## src/rtl/riscv_pkg.sv

```systemverilog
// riscv_pkg: definitions shared by the instruction fetch slice.
//   XLEN             - datapath / PC width
//   RESET_PC_DEFAULT - default word-indexed PC loaded at reset
//   fetch_state_e    - fetch control state (StRun / StDrain)
//   pc_next()        - word-indexed PC increment, modulo 2^XLEN
package riscv_pkg;

  localparam int unsigned XLEN = 32;

  localparam logic [XLEN-1:0] RESET_PC_DEFAULT = 32'h0;

  // StRun: normal fetch. StDrain: stale responses still owed by memory.
  typedef enum logic {
    StRun   = 1'b0,
    StDrain = 1'b1
  } fetch_state_e;

  function automatic logic [XLEN-1:0] pc_next(input logic [XLEN-1:0] pc);
    return pc + XLEN'(1);
  endfunction

endpackage

```

## src/rtl/fetch_queue.sv

```systemverilog
// fetch_queue: synchronous FIFO of {pc, instr} pairs used as the prefetch queue.
// Ports:
//   clk, reset        - clock, synchronous active-high reset
//   i_push, i_pc,     - write {i_pc, i_instr} at the tail
//   i_instr
//   i_pop             - drop the head entry
//   i_flush           - empty the queue (wins over push and pop)
//   o_pc, o_instr     - head entry; zero while empty
//   o_count           - number of stored entries, 0..DEPTH
//   o_empty, o_full   - status flags
module fetch_queue
  import riscv_pkg::*;
#(
  parameter int unsigned DEPTH = 4,
  parameter int unsigned CW    = $clog2(DEPTH) + 1
) (
  input  logic            clk,
  input  logic            reset,
  input  logic            i_push,
  input  logic [XLEN-1:0] i_pc,
  input  logic [XLEN-1:0] i_instr,
  input  logic            i_pop,
  input  logic            i_flush,
  output logic [XLEN-1:0] o_pc,
  output logic [XLEN-1:0] o_instr,
  output logic [CW-1:0]   o_count,
  output logic            o_empty,
  output logic            o_full
);

  localparam int unsigned PW = $clog2(DEPTH);

  logic [XLEN-1:0] r_pc_mem    [DEPTH];
  logic [XLEN-1:0] r_instr_mem [DEPTH];
  logic [PW-1:0]   r_wr_ptr;
  logic [PW-1:0]   r_rd_ptr;
  logic [CW-1:0]   r_count;

  logic w_do_pop;
  logic w_do_push;

  assign o_empty   = (r_count == '0);
  assign o_full    = (r_count == CW'(DEPTH));
  assign w_do_pop  = i_pop & ~o_empty;
  // A full queue can still accept a push in the cycle its head leaves.
  assign w_do_push = i_push & (~o_full | w_do_pop);

  always_ff @(posedge clk) begin
    if (reset || i_flush) begin
      r_wr_ptr <= '0;
      r_rd_ptr <= '0;
      r_count  <= '0;
    end else begin
      if (w_do_push) r_wr_ptr <= r_wr_ptr + PW'(1);
      if (w_do_pop)  r_rd_ptr <= r_rd_ptr + PW'(1);
      r_count <= r_count + CW'(w_do_push) - CW'(w_do_pop);
    end
  end

  // Storage needs no reset: entries are only read once the count covers them.
  always_ff @(posedge clk) begin
    if (w_do_push && !i_flush && !reset) begin
      r_pc_mem[r_wr_ptr]    <= i_pc;
      r_instr_mem[r_wr_ptr] <= i_instr;
    end
  end

  assign o_pc    = o_empty ? '0 : r_pc_mem[r_rd_ptr];
  assign o_instr = o_empty ? '0 : r_instr_mem[r_rd_ptr];
  assign o_count = r_count;

endmodule

```

## src/rtl/instr_fetch_unit.sv

```systemverilog
// instr_fetch_unit: credit-based instruction prefetcher feeding a decoder.
// Ports:
//   clk, reset                    - clock, synchronous active-high reset
//   redirect_valid, redirect_pc   - taken branch/jump: flush and refetch from redirect_pc
//   imem_req_valid/ready/addr     - fetch request to instruction memory (word address)
//   imem_rsp_valid, imem_rsp_data - in-order read data, never backpressured
//   inst_valid/ready/data/pc      - instruction stream to the decoder
module instr_fetch_unit
  import riscv_pkg::*;
#(
  parameter int unsigned     QDEPTH   = 4,
  parameter logic [XLEN-1:0] RESET_PC = RESET_PC_DEFAULT
) (
  input  logic            clk,
  input  logic            reset,
  input  logic            redirect_valid,
  input  logic [XLEN-1:0] redirect_pc,
  output logic            imem_req_valid,
  input  logic            imem_req_ready,
  output logic [XLEN-1:0] imem_req_addr,
  input  logic            imem_rsp_valid,
  input  logic [XLEN-1:0] imem_rsp_data,
  output logic            inst_valid,
  input  logic            inst_ready,
  output logic [XLEN-1:0] inst_data,
  output logic [XLEN-1:0] inst_pc
);

  localparam int unsigned CW = $clog2(QDEPTH) + 1;

  logic [XLEN-1:0] r_fpc;       // next address to request
  logic [XLEN-1:0] r_rsp_pc;    // PC owned by the next live response
  logic [CW-1:0]   r_inflight;
  logic [CW-1:0]   r_drop_cnt;
  fetch_state_e    r_state;

  fetch_state_e    w_state_d;
  logic [CW-1:0]   w_drop_cnt_d;
  logic [CW-1:0]   w_qcount;
  logic            w_q_empty;
  logic            w_q_full;
  logic            w_credit_ok;
  logic            w_req_fire;
  logic            w_rsp_seen;
  logic            w_rsp_live;
  logic            w_pop;

  // Queue slots plus outstanding requests never exceed QDEPTH, so every
  // response is guaranteed a slot.
  assign w_credit_ok    = ({1'b0, w_qcount} + {1'b0, r_inflight}) < (CW + 1)'(QDEPTH);
  assign imem_req_valid = ~reset & ~redirect_valid & w_credit_ok;
  assign imem_req_addr  = r_fpc;
  assign w_req_fire     = imem_req_valid & imem_req_ready;

  assign w_rsp_seen = imem_rsp_valid & ~reset;
  assign w_rsp_live = w_rsp_seen & ~redirect_valid & (r_state == StRun);

  assign inst_valid = ~w_q_empty;
  assign w_pop      = inst_valid & inst_ready;

  // Drop accounting. r_inflight already includes stale requests, so on a
  // redirect everything outstanding becomes stale, minus a response that
  // is being discarded this very cycle.
  always_comb begin
    w_state_d    = r_state;
    w_drop_cnt_d = r_drop_cnt;
    if (redirect_valid) begin
      w_drop_cnt_d = r_inflight - CW'(w_rsp_seen);
    end else if (w_rsp_seen && (r_state == StDrain)) begin
      w_drop_cnt_d = r_drop_cnt - CW'(1);
    end
    unique case (r_state)
      StRun:   if (w_drop_cnt_d != '0) w_state_d = StDrain;
      StDrain: if (w_drop_cnt_d == '0) w_state_d = StRun;
      default: w_state_d = StRun;
    endcase
  end

  always_ff @(posedge clk) begin
    if (reset) begin
      r_state    <= StRun;
      r_drop_cnt <= '0;
      r_inflight <= '0;
      r_fpc      <= RESET_PC;
      r_rsp_pc   <= RESET_PC;
    end else begin
      r_state    <= w_state_d;
      r_drop_cnt <= w_drop_cnt_d;
      r_inflight <= r_inflight + CW'(w_req_fire) - CW'(w_rsp_seen);
      if (redirect_valid) begin
        r_fpc    <= redirect_pc;
        r_rsp_pc <= redirect_pc;
      end else begin
        if (w_req_fire) r_fpc    <= pc_next(r_fpc);
        if (w_rsp_live) r_rsp_pc <= pc_next(r_rsp_pc);
      end
    end
  end

  fetch_queue #(
    .DEPTH (QDEPTH),
    .CW    (CW)
  ) u_queue (
    .clk     (clk),
    .reset   (reset),
    .i_push  (w_rsp_live),
    .i_pc    (r_rsp_pc),
    .i_instr (imem_rsp_data),
    .i_pop   (w_pop),
    .i_flush (redirect_valid),
    .o_pc    (inst_pc),
    .o_instr (inst_data),
    .o_count (w_qcount),
    .o_empty (w_q_empty),
    .o_full  (w_q_full)
  );

  // The credit rule makes a live response into a full queue impossible.
  a_no_drop_on_full : assert property (@(posedge clk) disable iff (reset)
    !(w_rsp_live && w_q_full && !w_pop));

endmodule
```

## config.mk

```make
export PLATFORM = sky130hd
export DESIGN_NAME = instr_fetch_unit
export DESIGN_NICKNAME = d
export VERILOG_FILES = /design/src/rtl/riscv_pkg.sv /design/src/rtl/fetch_queue.sv /design/src/rtl/instr_fetch_unit.sv
export SDC_FILE = /design/constraint.sdc
export NUM_CORES = 1
export LEC_CHECK = 0
export BUFFER_PORTS_ARGS = -buffer_cell sky130_fd_sc_hd__buf_4
export CORE_UTILIZATION = 58
export CTS_CLUSTER_DIAMETER = 40
export CTS_CLUSTER_SIZE = 30
export DETAILED_ROUTE_END_ITERATION = 10
export GPL_TIMING_DRIVEN = 0
export PLACE_DENSITY = 0.79
export SLEW_MARGIN = 10
export SYNTH_ARGS = -nofsm -noshare
export SYNTH_HDL_FRONTEND = slang
export SYNTH_HIERARCHICAL = 1
export SYNTH_SLANG_ARGS = --single-unit
```

## constraint.sdc

```tcl
create_clock -name clk -period 4 [get_ports clk]
set_input_delay 0 -clock clk [delete_from_list [all_inputs] [get_ports clk]]
set_output_delay 0 -clock clk [all_outputs]
set_load 0.02 [all_outputs]
```

Word level (Yosys, flattened, before mapping)
Memory sizes are Yosys's and may differ from the RTL's. A register that Yosys moved wholly into a read port is not among the register bits.
Cells that the tools add are included.
{"block": "totals", "n_memories": 2, "ram_bits": 256, "reg_bits": 78, "word_cells": 66}
{"memory": "u_queue.r_instr_mem", "words": 4, "width": 32, "read_ports": 1, "rd_ports_with_merged_regs": 1, "wr": 1, "line": "fetch_queue.sv:34", "text": "logic [XLEN-1:0] r_instr_mem [DEPTH];"}
{"memory": "u_queue.r_pc_mem", "words": 4, "width": 32, "read_ports": 1, "rd_ports_with_merged_regs": 1, "wr": 1, "line": "fetch_queue.sv:33", "text": "logic [XLEN-1:0] r_pc_mem [DEPTH];"}
{"block": "op_classes", "mux": 17, "n_reduce_logical": 11, "order_cmp": 1, "eq_ne": 1, "bitwise_logic": 15, "n_addsub": 11}
{"operator": "2-to-1 mux 32 bit", "n": 6}
{"operator": "adder 32 x 1 -> 32 bit (second input constant)", "n": 2}
{"operator": "bitwise AND 1 bit", "n": 9}
{"operator": "subtractor 3 x 1 -> 3 bit", "n": 3}
{"operator": "2-to-1 mux 2 bit", "n": 4}
{"operator": "adder 3 x 1 -> 3 bit", "n": 2}
{"operator": "zero test 3 bit", "n": 2}
{"operator": "2-to-1 mux 3 bit", "n": 2}
{"operator": "NOT 1 bit", "n": 5}
{"operator": "adder 2 x 1 -> 2 bit (second input constant)", "n": 2}
{"operator": "adder 3 x 3 -> 4 bit", "n": 1}
{"operator": "less-than comparator 4 x 3 -> 1 bit (second input constant)", "n": 1}
{"operator": "2-to-1 mux 1 bit", "n": 4}
{"operator": "nonzero test 2 bit", "n": 2}
{"operator": "== test 3 bit (second input constant)", "n": 1}
{"operator": "logical AND 1 bit", "n": 3}
{"operator": "nonzero test 3 bit", "n": 1}
{"operator": "subtractor 3 x 1 -> 3 bit (second input constant)", "n": 1}
{"operator": "zero test 1 bit", "n": 2}
{"operator": "case mux 1 bit (2 select lines)", "n": 1}
{"operator": "logical OR 1 bit", "n": 1}
{"operator": "bitwise OR 1 bit", "n": 1}

Depth between registers and ports, before layout
{"block": "logic_depth", "depth_word": 10, "ltp_mapped": 12, "ltp_nobuf": 10}

Cells and area by module
Netlist, hierarchy kept.
{"module": "fetch_queue", "cells_each": 452, "area_per_inst_um2": 10341.2, "n_inst": 1, "seq_area_each_um2": 7867.5}
{"module": "instr_fetch_unit", "cells_each": 520, "area_per_inst_um2": 4211.5, "n_inst": 1, "seq_area_each_um2": 1421.4}

Worst setup path before layout
OpenSTA, ideal clock, no wires.
{"block": "synth_path", "path_kind": "reg-to-reg", "startpoint": "register u_queue.r_count[1], in the netlist u_queue/o_count[1]", "endpoint": "memory u_queue.r_instr_mem[0][0] (enable)", "synth_period_minus_slack_ns": 3.337, "path_stages_with_launch": 7, "arrival_time_ns": 2.908, "setup_slack_ns": 0.663, "path_cell_list": "dfxtp_1 nor3_2 buf_2 nor2b_1 inv_1 a21boi_2 and3_1"}
{"block": "synth_via", "elab_chain_cells": 10, "word_cells_on_any_way": 12, "classes_between": "eq/ne: 1; mux: 2; bitwise: 6; reduce/logical: 3"}
{"item": "start: declaration", "line": "fetch_queue.sv:37", "text": "logic [CW-1:0] r_count;"}
{"item": "start signal: assignment", "line": "fetch_queue.sv:56", "text": "r_count <= r_count + CW'(w_do_push) - CW'(w_do_pop);"}
{"item": "zero test 3 bit", "line": "fetch_queue.sv:42", "text": "assign o_empty = (r_count == '0);"}
{"item": "via w_q_empty", "line": "instr_fetch_unit.sv:40", "text": "logic w_q_empty;"}
{"item": "NOT 1 bit", "line": "instr_fetch_unit.sv:58", "text": "assign inst_valid = ~w_q_empty;"}
{"item": "bitwise AND 1 bit", "line": "instr_fetch_unit.sv:59", "text": "assign w_pop = inst_valid & inst_ready;"}
{"item": "via w_pop", "line": "instr_fetch_unit.sv:46", "text": "logic w_pop;"}
{"item": "bitwise AND 1 bit", "line": "fetch_queue.sv:44", "text": "assign w_do_pop = i_pop & ~o_empty;"}
{"item": "bitwise OR 1 bit", "line": "fetch_queue.sv:46", "text": "assign w_do_push = i_push & (~o_full | w_do_pop);"}
{"item": "bitwise AND 1 bit", "line": "fetch_queue.sv:46"}
{"item": "logical AND 1 bit (2 in series)", "line": "fetch_queue.sv:62", "text": "if (w_do_push && !i_flush && !reset) begin"}
{"item": "2-to-1 mux 1 bit", "line": "fetch_queue.sv:62"}
{"item": "2-to-1 mux 1 bit (implied by the code)", "line": "fetch_queue.sv:64", "text": "r_instr_mem[r_wr_ptr] <= i_instr;"}
{"item": "end: declaration", "line": "fetch_queue.sv:34"}
The timed path passes the listed nets, and every way through them passes these cells.

Worst setup path in the final report
{"block": "layout_path", "startpoint": "register u_queue.r_count[1], in the netlist u_queue/o_count[1]", "endpoint": "register u_queue.r_count[2], in the netlist u_queue/o_count[2]"}
{"block": "layout_via", "elab_chain_cells": 8, "word_cells_on_any_way": 10, "classes_between": "add/sub: 2; eq/ne: 1; bitwise: 6; reduce/logical: 1"}
{"item": "zero test 3 bit (*)", "line": "fetch_queue.sv:42"}
{"item": "via w_q_empty", "line": "instr_fetch_unit.sv:40"}
{"item": "NOT 1 bit (*)", "line": "instr_fetch_unit.sv:58"}
{"item": "bitwise AND 1 bit (*)", "line": "instr_fetch_unit.sv:59"}
{"item": "via w_pop", "line": "instr_fetch_unit.sv:46"}
{"item": "bitwise AND 1 bit (*)", "line": "fetch_queue.sv:44"}
{"item": "bitwise OR 1 bit", "line": "fetch_queue.sv:46"}
{"item": "bitwise AND 1 bit", "line": "fetch_queue.sv:46"}
{"item": "adder 3 x 1 -> 3 bit", "line": "fetch_queue.sv:56"}
{"item": "subtractor 3 x 1 -> 3 bit (*)", "line": "fetch_queue.sv:56"}
The timed path passes the listed nets; every way through them passes the cells marked *.
A chain may end at the register's enable or synchronous reset.

==> Flow_metrics.wiki <==
{| class="wikitable"
! Metric !! Value
|-
| Number of buffer cells added on primary ports || 167
|-
| Count of final max-slew check failures || 0
|-
| Required time reported for the critical path endpoint || 4.47 ns
|-
| Syn Nets || 1058
|-
| Worst-margin pin slew || 0.738 ns
|-
| Buffers from clock root to sink, at most || 3
|-
| Result of the run || finished clean
|-
| CP Data Arrival Time || 4.13 ns
|-
| Global-route wire length before repair || 53.5 mm
|-
| Average vias per placed instance || 5.90
|-
| Remaining number of nets flagged by the antenna check after routing || 0
|-
| Die width || 160 um
|-
| Count of unresolved DRC violations after routing || 0
|-
| Die Y-Extent || 160 um
|-
| Largest family of logic cells by synthesized area || simple AND/OR/NAND/NOR gates
|-
| Tcrit/Tclk final || 91.6%
|-
| Reg-to-reg slack, setup || 0.34 ns
|-
| Post-Layout Inst Area || 0.0184 mm^2
|-
| Count of flip-flops with a built-in enable after synthesis || 256
|-
| Nets || 1339
|-
| Number of buffers inserted during clock tree synthesis || 41
|-
| Max Fanout on Critical Path || 11
|-
| Cell Area, Synth || 0.0146 mm^2
|-
| Synthesis-to-layout area growth || 26.1%
|-
| Number of warning messages in the yosys log || 6
|-
| Cell depth of the worst min-delay path || 4
|-
| Adder and majority gate portion of the synthesized area || 1.48%
|-
| Number of buffers inserted to repair setup after CTS || 0
|-
| Shortest period the worst path allows || 3.66 ns
|-
| Static Leakage || 6.49 nW
|-
| Critical Path Sink Type || register
|-
| Number of top-level pins || 168
|-
| RSZ-0062 raised after global routing || no
|-
| Clk pin slew, worst setup/hold paths || 0.06 ns
|-
| Share of async-settable or async-resettable flops after synthesis || 0%
|-
| Fraction of the mapped netlist area in simple logic gates || 13.2%
|-
| Series of cell instances along the critical path || nor3_2 -> buf_2 -> nor2b_1 -> o31ai_1 -> or2_1 -> a21bo_1 -> ha_1 -> fa_1 -> xnor2_1 -> xnor2_1 -> nor3_1 -> dlygate4sd3_1
|-
| Kind of start point of the critical path || register
|-
| Hold_sp || imem_rsp_valid
|-
| Register bit total from synthesis || 336
|-
| Starting Density || 59.5%
|-
| TritonRoute pass-1 iters || 5
|-
| Placement row count || 57
|-
| Main synth FF type || sky130_fd_sc_hd__edfxtp_1
|-
| Gate count of the mapped netlist || 972
|-
| TritonCTS clock tree || yes
|-
| Number of global-route vias before repair || 9541
|-
| Floorplan core area || 0.0245 mm^2
|-
| Aggregate global routing overflow || 0
|-
| Relative slew slack || 50.3%
|-
| Number of max-cap violations || 0
|-
| Count of final setup violators || 0
|-
| Fin. Hold Viols || 0
|-
| Post-detail-place hpwl || 21.9 mm
|-
| Length in cells of the worst reg-to-reg path || 12
|-
| Number of distinct library cells after synthesis || 73
|-
| Sequential element share of the synthesized area || 63.8%
|-
| Final Skew || 0.0213 ns
|-
| Min-Delay Endpoint || r_rsp_pc[1]
|-
| Total inserted antenna cells || 0
|-
| Most repeated library cell on the critical path || sky130_fd_sc_hd__xnor2_1
|-
| Worst reg2reg startpoint || u_queue/o_count[1]
|-
| Gp weighted congestion || 0.961
|-
| Initial antenna violation count || 0
|-
| Final-layout fill cell count || 1474
|-
| Timing-limited maximum frequency || 273 MHz
|-
| Maximum vdd drop || 0.000329 V
|-
| Worst slack on hold paths || 0.0446 ns
|-
| Placed cell area || 0.0163 mm^2
|-
| DIE AREA || 0.0257 mm^2
|-
| Power density over the cells || 435 mW/mm^2
|-
| Number of sinks on the clock net || 336
|-
| Maximum number of pins on one net before global-route repair || 54
|-
| Max stage delay cell, worst path || sky130_fd_sc_hd__dlygate4sd3_1
|-
| Type of the most critical hold path || in -> reg
|-
| R2R Path End || u_queue/o_count[2]
|-
| Fraction of layout cells with a size suffix above 1 || 29.9%
|-
| Post-DR wirelength/cell || 21.2 um
|-
| Number of vias in the routed layout || 9484
|-
| Multiplexer area fraction after synthesis || 10.7%
|-
| Largest stage delay on the critical path || 0.60 ns
|-
| Fraction of the mapped netlist area in compound gates || 5.34%
|-
| GRT Util Overall || 27.3%
|-
| Maximum level of the CTS H-tree || 2
|-
| Routed wire length || 34.1 mm
|-
| Root cell of the clock tree || sky130_fd_sc_hd__clkbuf_16
|-
| XOR/XNOR Fraction of Synth Area || 2.47%
|-
| DR iter-0 viols || 696
|-
| Total design power || 7.99 mW
|-
| Clock insertion delay at the later pin of the skew report || 0.55 ns
|-
| Average footprint of a synthesized cell || 15.0 um^2
|-
| Worst setup path class || reg -> reg
|}
==> worst max path at each step <==
stage	to	startpoint	slack (ns)	depth (start not counted)
global placement	u_queue/r_instr_mem[0][7]	u_queue/o_count[1]	-0.68	6
global route	u_queue/o_count[2]	u_queue/o_count[1]	0.16	12
finish	u_queue/o_count[2]	u_queue/o_count[1]	0.34	12
detailed placement	u_queue/o_count[2]	u_queue/o_count[1]	0.92	11
floorplan	u_queue/r_instr_mem[0][0]	u_queue/o_count[1]	0.66	6
CTS	u_queue/o_count[2]	u_queue/o_count[1]	0.37	12
==> cell type report <==
class / instances / area, um^2 / share of cell area, %
timing repair buffer: 238 / 2030 / 11.1
buffer: 53 / 347 / 1.89
tap: 324 / 405 / 2.21
sequential: 336 / 9290 / 50.6
clock buffer: 44 / 1060 / 5.77
inverter: 25 / 93.8 / 0.511
clock inverter: 30 / 279 / 1.52
multi-input combinational: 558 / 4840 / 26.4
==> synth_stat cells, drive strengths merged (13+ instances only) <==
library cell  instances  area share (%)
nor2                 53             1.4
nand3                35             1.3
mux4                 64             9.9
clkbuf               19            0.50
inv                  25            0.64
a211oi               16            0.89
dfxtp                80              11
ha                   14             1.2
a21boi               13            0.70
a21oi                27            0.93
nand4                28             1.3
nor2b                69             3.9
xnor2                19             1.1
nand2                48             1.2
xor2                 22             1.3
a31oi                21            0.90
buf                  34             1.9
edfxtp              256              53
nor3                 16            0.77
o21ai                16            0.55
==> registers in the layout (all words and copies together), names as in the netlist, named ones only <==
name,count
imem_req_addr,32
r_drop_cnt,3
r_inflight,3
r_rsp_pc,32
r_state,1
u_queue/o_count,3
u_queue/r_instr_mem,128
u_queue/r_pc_mem,128
u_queue/r_rd_ptr,2
u_queue/r_wr_ptr,2
==> critical path: cells and delay by family (launching register included) <==
kind	cells	cell delay, ns
adder cells (fa/ha/maj)	2	0.56
AND/OR/NAND/NOR	4	0.83
flip-flops	1	0.39
buffers and inverters	2	1.14
AO/OA/AOI/OAI	2	0.40
XOR/XNOR	2	0.27
==> layer usage <==
metal | up-vias | track usage [%] | share of wire (%)
met1 | 4658 | 37.0 | 42
li1 | 4308 | - | -
met3 | 58 | 5.14 | 7.5
met5 | - | 0 | 0
met4 | 0 | 7.23 | 1.9
met2 | 460 | 45.6 | 49
==> cells in the final DEF, fill, tap and decap left out, drive strengths merged, types with 21 or more instances in the layout <==
cell,Yosys,final
dlygate4sd3,0,67
nand4,28,28
xor2,22,22
nand2,48,48
a21oi,27,27
nor2b,69,69
dfxtp,80,80
nor2,53,53
inv,25,42
mux4,64,64
nand3,35,35
clkbuf,19,63
edfxtp,256,256
a31oi,21,21
buf,34,205
==> report_power, final <==
group	switching (mW)	internal [mW]	leakage, nW
Sequential	0.0960	3.82	2.98
Clock	1.56	2.01	0.649
Combinational	0.269	0.238	2.86
Total	1.92	6.07	6.49
==> cell families (layout without fill, tap and decap cells) <==
| group | Yosys count | in the layout |
|---|---|---|
| adder cells (fa/ha/maj) | 16 | 16 |
| AND/OR/NAND/NOR | 309 | 309 |
| AO/OA/AOI/OAI | 117 | 117 |
| buffers and inverters | 78 | 390 |
| multiplexers | 75 | 75 |
| XOR/XNOR | 41 | 41 |
| flip-flops | 336 | 336 |
==> through the flow <==
| stage | worst slack (ns) | instances | utilization (%) | TNS (ns) |
|---|---|---|---|---|
| finish | 0.336 | 1608 | 75.0 | 0 |
| global route | 0.165 | 1608 | 75.0 | 0 |
| CTS | 0.374 | 1608 | 75.0 | 0 |
| detailed placement | 0.922 | 1467 | 66.8 | 0 |
| floorplan | 0.663 | 972 | - | 0 |
| global placement | -0.675 | 1463 | 66.3 | -168.10 |
==> repair_timing <==
item                                    4_1_cts  5_1_grt
endpoints found under the setup margin        0        0
hold endpoints to repair                    201        0
hold buffers                                 67        0
resized for setup                             0        0
Note: power is estimated with default switching activity, not from simulation.
